==> config.mk <==
export PLATFORM = sky130hd
export DESIGN_NAME = product_accumulator
export DESIGN_NICKNAME = d
export VERILOG_FILES = /design/src/rtl/product_accumulator.sv
export SDC_FILE = /design/constraint.sdc
export NUM_CORES = 1
export LEC_CHECK = 0
export CORE_MARGIN = 2
export CORE_UTILIZATION = 41
export CTS_BUF_LIST = sky130_fd_sc_hd__clkbuf_4 sky130_fd_sc_hd__clkbuf_8
export CTS_CLUSTER_SIZE = 20
export DETAILED_ROUTE_END_ITERATION = 10
export PLACE_DENSITY_LB_ADDON = 0.3
export SYNTH_ARGS = -nofsm -noshare
export SYNTH_HDL_FRONTEND = slang
export SYNTH_SLANG_ARGS = --single-unit
export TNS_END_PERCENT = 100
==> constraint.sdc <==
create_clock -name clk -period 4 [get_ports clk]
set_input_delay 0.8 -clock clk [delete_from_list [all_inputs] [get_ports clk]]
set_output_delay 0.8 -clock clk [all_outputs]
set_load 0.02 [all_outputs]
==> src/rtl/product_accumulator.sv <==
// Signed product accumulator with guard bits, saturated registered output,
// sticky overflow, product counter and a two-state ACC/HOLD result handshake.
`timescale 1ns/1ps
module product_accumulator #(
    parameter int WIDTH = 32,
    parameter int GUARD = 8,
    parameter int CNT_W = 8,
    localparam int PW   = 2 * WIDTH
) (
    input  logic             clk,
    input  logic             rst,
    input  logic             en,
    input  logic             in_valid,
    output logic             in_ready,
    input  logic [PW-1:0]    product,
    input  logic             last,
    input  logic             clear,
    output logic [PW-1:0]    acc_out,
    output logic             out_valid,
    input  logic             out_ready,
    output logic             overflow,
    output logic [CNT_W-1:0] count,
    output logic             dbg_state
);

    localparam int AW = PW + GUARD;
    localparam logic [CNT_W-1:0] CNT_MAX = '1;

    typedef enum logic {ACC = 1'b0, HOLD = 1'b1} state_t;

    // Handshakes: a transfer occurs on a rising edge where valid and ready are
    // both high; ready never depends on valid, and valid holds until transfer.
    state_t           r_state, w_state_next;
    logic [AW-1:0]    r_acc, w_acc_next, w_prod_ext, w_sum;
    logic [CNT_W-1:0] r_count, w_count_next;
    logic             r_overflow, w_overflow_next;
    logic [PW-1:0]    r_acc_out;
    logic             w_xfer;

    // Outside the 64-bit signed range when the bits above the product sign differ.
    function automatic logic out_of_range(input logic [AW-1:0] v);
        return !((&v[AW-1:PW-1]) || !(|v[AW-1:PW-1]));
    endfunction

    function automatic logic [PW-1:0] saturate(input logic [AW-1:0] v);
        if (!out_of_range(v))
            return v[PW-1:0];
        else if (v[AW-1])
            return {1'b1, {(PW-1){1'b0}}};
        else
            return {1'b0, {(PW-1){1'b1}}};
    endfunction

    assign in_ready   = en && rst && (r_state == ACC);
    assign w_xfer     = in_valid && in_ready;
    assign w_prod_ext = {{GUARD{product[PW-1]}}, product};
    assign w_sum      = r_acc + w_prod_ext;

    always_comb begin
        w_state_next    = r_state;
        w_acc_next      = r_acc;
        w_count_next    = r_count;
        w_overflow_next = r_overflow;
        case (r_state)
            ACC: begin
                if (w_xfer) begin
                    if (clear) begin
                        w_acc_next      = w_prod_ext;
                        w_count_next    = CNT_W'(1);
                        w_overflow_next = out_of_range(w_prod_ext);
                    end else if (r_count == CNT_MAX) begin
                        // Counter full: the product is consumed but dropped.
                        w_overflow_next = 1'b1;
                    end else begin
                        w_acc_next      = w_sum;
                        w_count_next    = r_count + CNT_W'(1);
                        w_overflow_next = r_overflow || out_of_range(w_sum);
                    end
                    if (last)
                        w_state_next = HOLD;
                end else if (en && clear) begin
                    w_acc_next      = '0;
                    w_count_next    = '0;
                    w_overflow_next = 1'b0;
                end
            end
            HOLD: begin
                if (out_ready) begin
                    w_acc_next      = '0;
                    w_count_next    = '0;
                    w_overflow_next = 1'b0;
                    w_state_next    = ACC;
                end
            end
            default: w_state_next = ACC;
        endcase
    end

    always_ff @(posedge clk or negedge rst) begin
        if (!rst) begin
            r_state    <= ACC;
            r_acc      <= '0;
            r_count    <= '0;
            r_overflow <= 1'b0;
            r_acc_out  <= '0;
        end else begin
            r_state    <= w_state_next;
            r_acc      <= w_acc_next;
            r_count    <= w_count_next;
            r_overflow <= w_overflow_next;
            r_acc_out  <= saturate(w_acc_next);
        end
    end

    assign acc_out   = r_acc_out;
    assign out_valid = (r_state == HOLD);
    assign overflow  = r_overflow;
    assign count     = r_count;
    assign dbg_state = r_state;

endmodule

# After elaboration in Yosys (flattened, before gate mapping)
# Cells that the tools add are included.
classes:
  n_mux: 24
  n_bitwise: 1
  n_eq_ne: 4
  n_reduce_logical: 16
  n_shift: 0
  multipliers: 0
  addsub: 2
  div: 0
  n_lt_le_gt_ge: 0
op_table:
  columns: ["cell", "n"]
  rows:
  - ["two-way mux 72 bit", 5]
  - ["one-hot mux 72 bit (2 select lines)", 1]
  - ["two-way mux 64 bit", 2]
  - ["adder 72 bit", 1]
  - ["two-way mux 8 bit", 5]
  - ["AND reduction 9 bit", 2]
  - ["OR reduction 9 bit", 2]
  - ["one-hot mux 8 bit (2 select lines)", 1]
  - ["adder 8 x 1 -> 8 bit, second input constant", 1]
  - ["== test 8 bit, second input constant", 1]
  - ["two-way mux 1 bit", 8]
  - ["logical AND 1 bit", 4]
  - ["!= test 4 bit, second input constant", 1]
  - ["one-hot mux 1 bit (2 select lines)", 2]
  - ["zero test 1 bit", 3]
  - ["logical OR 1 bit", 3]
  - ["!= test 3 x 2 -> 1 bit, second input constant", 1]
  - ["AND reduction 3 bit", 1]
  - ["!= test 2 bit, second input constant", 1]
  - ["AND reduction 2 bit", 1]
  - ["inverter 1 bit", 1]
totals:
  romBits: 0
  mem_count: 0
  latchBits: 0
  register_bits: 146
  ramBits: 0
  out_inout_bits: 76
  elab_cells: 52

# Depth between registers and ports, before layout
logic_depth:
  word_depth: 10
  mapped_depth: 16
  ltp_nobuf: 15

# Worst setup path after synthesis
# Ideal clock, no wire load.
synth_path:
  path_kind: "input to register"
  startpoint: "input port product[0]"
  endpoint: "register r_acc_out[22] (netlist: acc_out[22])"
  setup_time_ps: 119
  t_arrival_ps: 4417
  setup_slack_ps: -536
  path_buffers: 1
  t_required_ps: 3881
  cell_stages: 16
  path_cell_list: "ha_1 > inv_1 > fa_1 > nand2b_1 > a211oi_1 > o21ai_1 > a2111oi_4 > nor4b_2 > o21ai_1 > a21oi_2 > o31ai_1 > xor2_1 > a221o_1 > o41ai_4 > buf_2 > a21bo_1"
synth_via:
  elab_chain_len: 9
synth_lines:
  columns: ["element", "line", "source"]
  rows:
  - ["from (decl)", "15", "input logic [PW-1:0] product,"]
  - ["adder 72 bit (*)", "57", "assign w_sum = r_acc + w_prod_ext;"]
  - ["two-way mux 72 bit (*)", "71", "end else if (r_count == CNT_MAX) begin"]
  - ["two-way mux 72 bit (*)", "67", "if (clear) begin"]
  - ["two-way mux 72 bit (*)", "66", "if (w_xfer) begin"]
  - ["one-hot mux 72 bit (2 select lines) (*)", "64", "case (r_state)"]
  - ["OR reduction 9 bit", "42", "return !((&v[AW-1:PW-1]) || !(|v[AW-1:PW-1]));"]
  - ["zero test 1 bit", "42", null]
  - ["logical OR 1 bit", "42", null]
  - ["two-way mux 64 bit (*)", "46", "if (!out_of_range(v))"]
  - ["to (signal assigned)", "111", "r_acc_out <= saturate(w_acc_next);"]
  - ["to (decl)", "37", "logic [PW-1:0] r_acc_out;"]
# Mark *: on every way between the ends. The rest lies on a longest branch, timed or not.
# A chain may end at the register's enable or synchronous reset.

# Worst setup path in the final report
layout_path:
  startpoint: "input port product[5]"
  endpoint: "register r_acc_out[21] (netlist: acc_out[21])"
# Same word-level chain as after synthesis.

==> metrics.csv <==
metric;value;unit
route.detailed.drc;11;
clk_pin_slew;0.10;ns
n_antenna_cell;0;
final_min_period_over_clock_period;104;%
maxCapViolCount;0;
async_reset_ff_share;100;%
critPathKind;input port to flop;
synth_nets;1476;
synth_seq_cells;146;
cp.arrival;4.52;ns
ys_warn_count;0;
io_pins;147;
path_max_fanout;7;
initial_core_util;41.9;%
min_path_type;input port to async pin;
tritoncts;built;
cts_sinks;146;
synth_area_leaders;dfrtp_1 (33%), ha_1 (8.2%), a21oi_1 (6.1%);
violations;design-rule violations, negative setup slack;
layout_setup_ws;-0.162;ns
portBuffers;146;
vias;12613;
area_growth;58.9;%
clock_path_buffers;2;
clkPwrFrac;12.3;%
synth_edf_count;0;
switching_share;41.0;%
p_per_area;578;mW/mm^2
syn-cell-area;0.0109;sq mm
grt_pass1_vias;12629;
slew_violations;0;
post-dp-hpwl;29400;um
fp-row-count;59;
max_freq;240;MHz
grt_max_degree;147;
antenna_found_initial;0;
wl;42900;um
p_sw;4.11;mW
rsz0062_at_grt;yes;
seq_area_frac_synth;33.4;%
cellLeakagePower;7.79;nW
insertion_delay;0.47;ns
p_int;5.93;mW
worstPathRequired;4.36;ns
syn_inst;1332;
clock-root-buffer;clkbuf_8;
groute.usage.overall;29.7;%
synth_top_area_share;33.4;%
die_area;0.0280;sq mm
min_period;4.16;ns
vias_per_cell;5.84;
yosys.area.top_type;dfrtp_1;
routabilityCongestion;0.961;
seqPwrFrac;21.7;%
core;0.0261;sq mm
holdBufCountCts;0;
hold_viol;0;
drt-initial-drc-count;1170;
cts.htree.levels;4;
netlist_top_cells_count;dfrtp_1 (146), a21oi_1 (133), nand2_1 (130), nor2_1 (111), o21ai_0 (111);
drtAntennaViolNets;0;
die_w;167;um
hold_slack;0.475;ns
status;finished, violations left;
drive_gt1_share;34.4;%
yosysMostFrequentCell;dfrtp_1;
syn_area_per_cell;8.22;sq um
die_y;167;um
nets;1955;
numCtsBuffers;17;
tightest_slew;1.21;ns
finClkSkew;0.0178;ns
gr-total-overflow;0;
finalSetupViolations;64;
final_cell_area;0.0174;sq mm
slew-limit-headroom;19.0;%
crit_path_start_kind;input port;
ys_types;81;
dpl_cell_area;0.0152;sq mm
ir_worst_vdd;0.414;mV
grt_pass1_wl;66400;um
routedWlPerCell;19.9;um
synth_ff_type;dfrtp_1;
drtPass1Iterations;9;
end_kind;flop;
combPwrFrac;66.0;%
-- cells by family (layout without fill, tap and decap cells) --
family                     count (synthesis)  after routing  synth area share [%]
AOI/OAI and AO/OA                        504            504                  30.2
and+or+nand+nor                          383            383                  16.3
adders and majority gates                 73             73                  8.41
xor gates and xnor gates                  67             67                  5.36
DFF                                      146            146                  33.4
buffers and inverters                    148            639                  5.29
muxes                                     11             11                  1.03
-- power groups by stage --
stage	clock network, mW	logic [mW]	registers [mW]
6_report	1.23	6.63	2.18
3_3_place_gp	0	5.01	2.17
5_1_grt	1.31	7.06	2.21
2_1_floorplan	0	2.30	2.48
3_5_place_dp	0	5.11	2.15
4_1_cts	1.25	6.14	2.17
-- metrics by stage --
stage | utilization [%] | std cells | setup slack [ns] | power, mW | TNS (ns)
2_1_floorplan | - | 1332 | -0.378 | 4.78 | -21.06
3_3_place_gp | 58.0 | 2062 | -1.21 | 7.18 | -85.22
3_5_place_dp | 58.0 | 2062 | -1.29 | 7.26 | -91.28
4_1_cts | 65.2 | 2146 | -0.0515 | 9.56 | -0.0515
5_1_grt | 66.5 | 2158 | -0.285 | 10.6 | -12.83
6_report | 66.5 | 2158 | -0.162 | 10.0 | -6.10
-- placed cells by master, fill, tap and decap left out, types with 43 or more instances in the layout --
cell type          n
o21ai_0          106
a21oi_1          117
clkdlybuf4s50_1   88
inv_1             59
ha_4              48
nor2_1           107
buf_4            369
o21ai_2           43
nand2_1          129
dfrtp_1          146
-- area by class of cell --
class	instances	area [sq um]
Clock inverter	13	151
Inverter	62	233
Multi-Input combinational cell	1038	7950
Fill cell	2170	8750
Tap cell	335	419
Clock buffer	18	241
Timing Repair Buffer	546	4740
Sequential cell	146	3650
-- registers in the layout, summed over array words and instances, names as in the netlist --
name	cells
r_acc	72
count	8
acc_out	64
dbg_state	1
overflow	1
-- metal layers --
metal | wire, um | up-vias | global-route usage, %
li1 | - | 5842 | -
met1 | 18800 | 6188 | 39.6
met2 | 20300 | 500 | 49.2
met3 | 2570 | 83 | 4.73
met4 | 1230 | 0 | 10.1
met5 | 0 | - | 0
-- worst max-delay path: stages --
cell             delay [ns]
clkdlybuf4s15_2        0.22
ha_4                   0.17
a211oi_2               0.24
nor3b_2                0.11
o41ai_4                0.36
o22ai_2                0.17
o211ai_1               0.28
buf_4                  0.17
nor3b_4                0.26
nor4_4                 0.06
a211oi_2               0.24
xnor2_1                0.14
a221o_1                0.34
o41ai_4                0.30
buf_6                  0.18
buf_12                 0.14
buf_12                 0.13
a21bo_1                0.20
-- timing repair --
action / CTS / global route
pin swaps: 110 / 16
gates cloned: 5 / 5
setup buffers: 50 / 11
endpoints found under the setup margin: 71 / 64
resized for setup: 256 / 50
-- worst paths after layout --
check	startpoint	end	slack (ns)	cells after the start
worst min register to register	r_acc[41]	r_acc[41]	0.55	2
worst max-delay path	product[5]	acc_out[21]	-0.16	18
worst max register to register	r_acc[6]	acc_out[21]	-0.15	17
min in group clk	r_acc[41]	r_acc[41]	0.55	2
max in group asynchronous	rst	r_acc[34]	2.92	2
worst min-delay path	rst	r_acc[3]	0.47	2
Power figures use the tool's default switching activity.
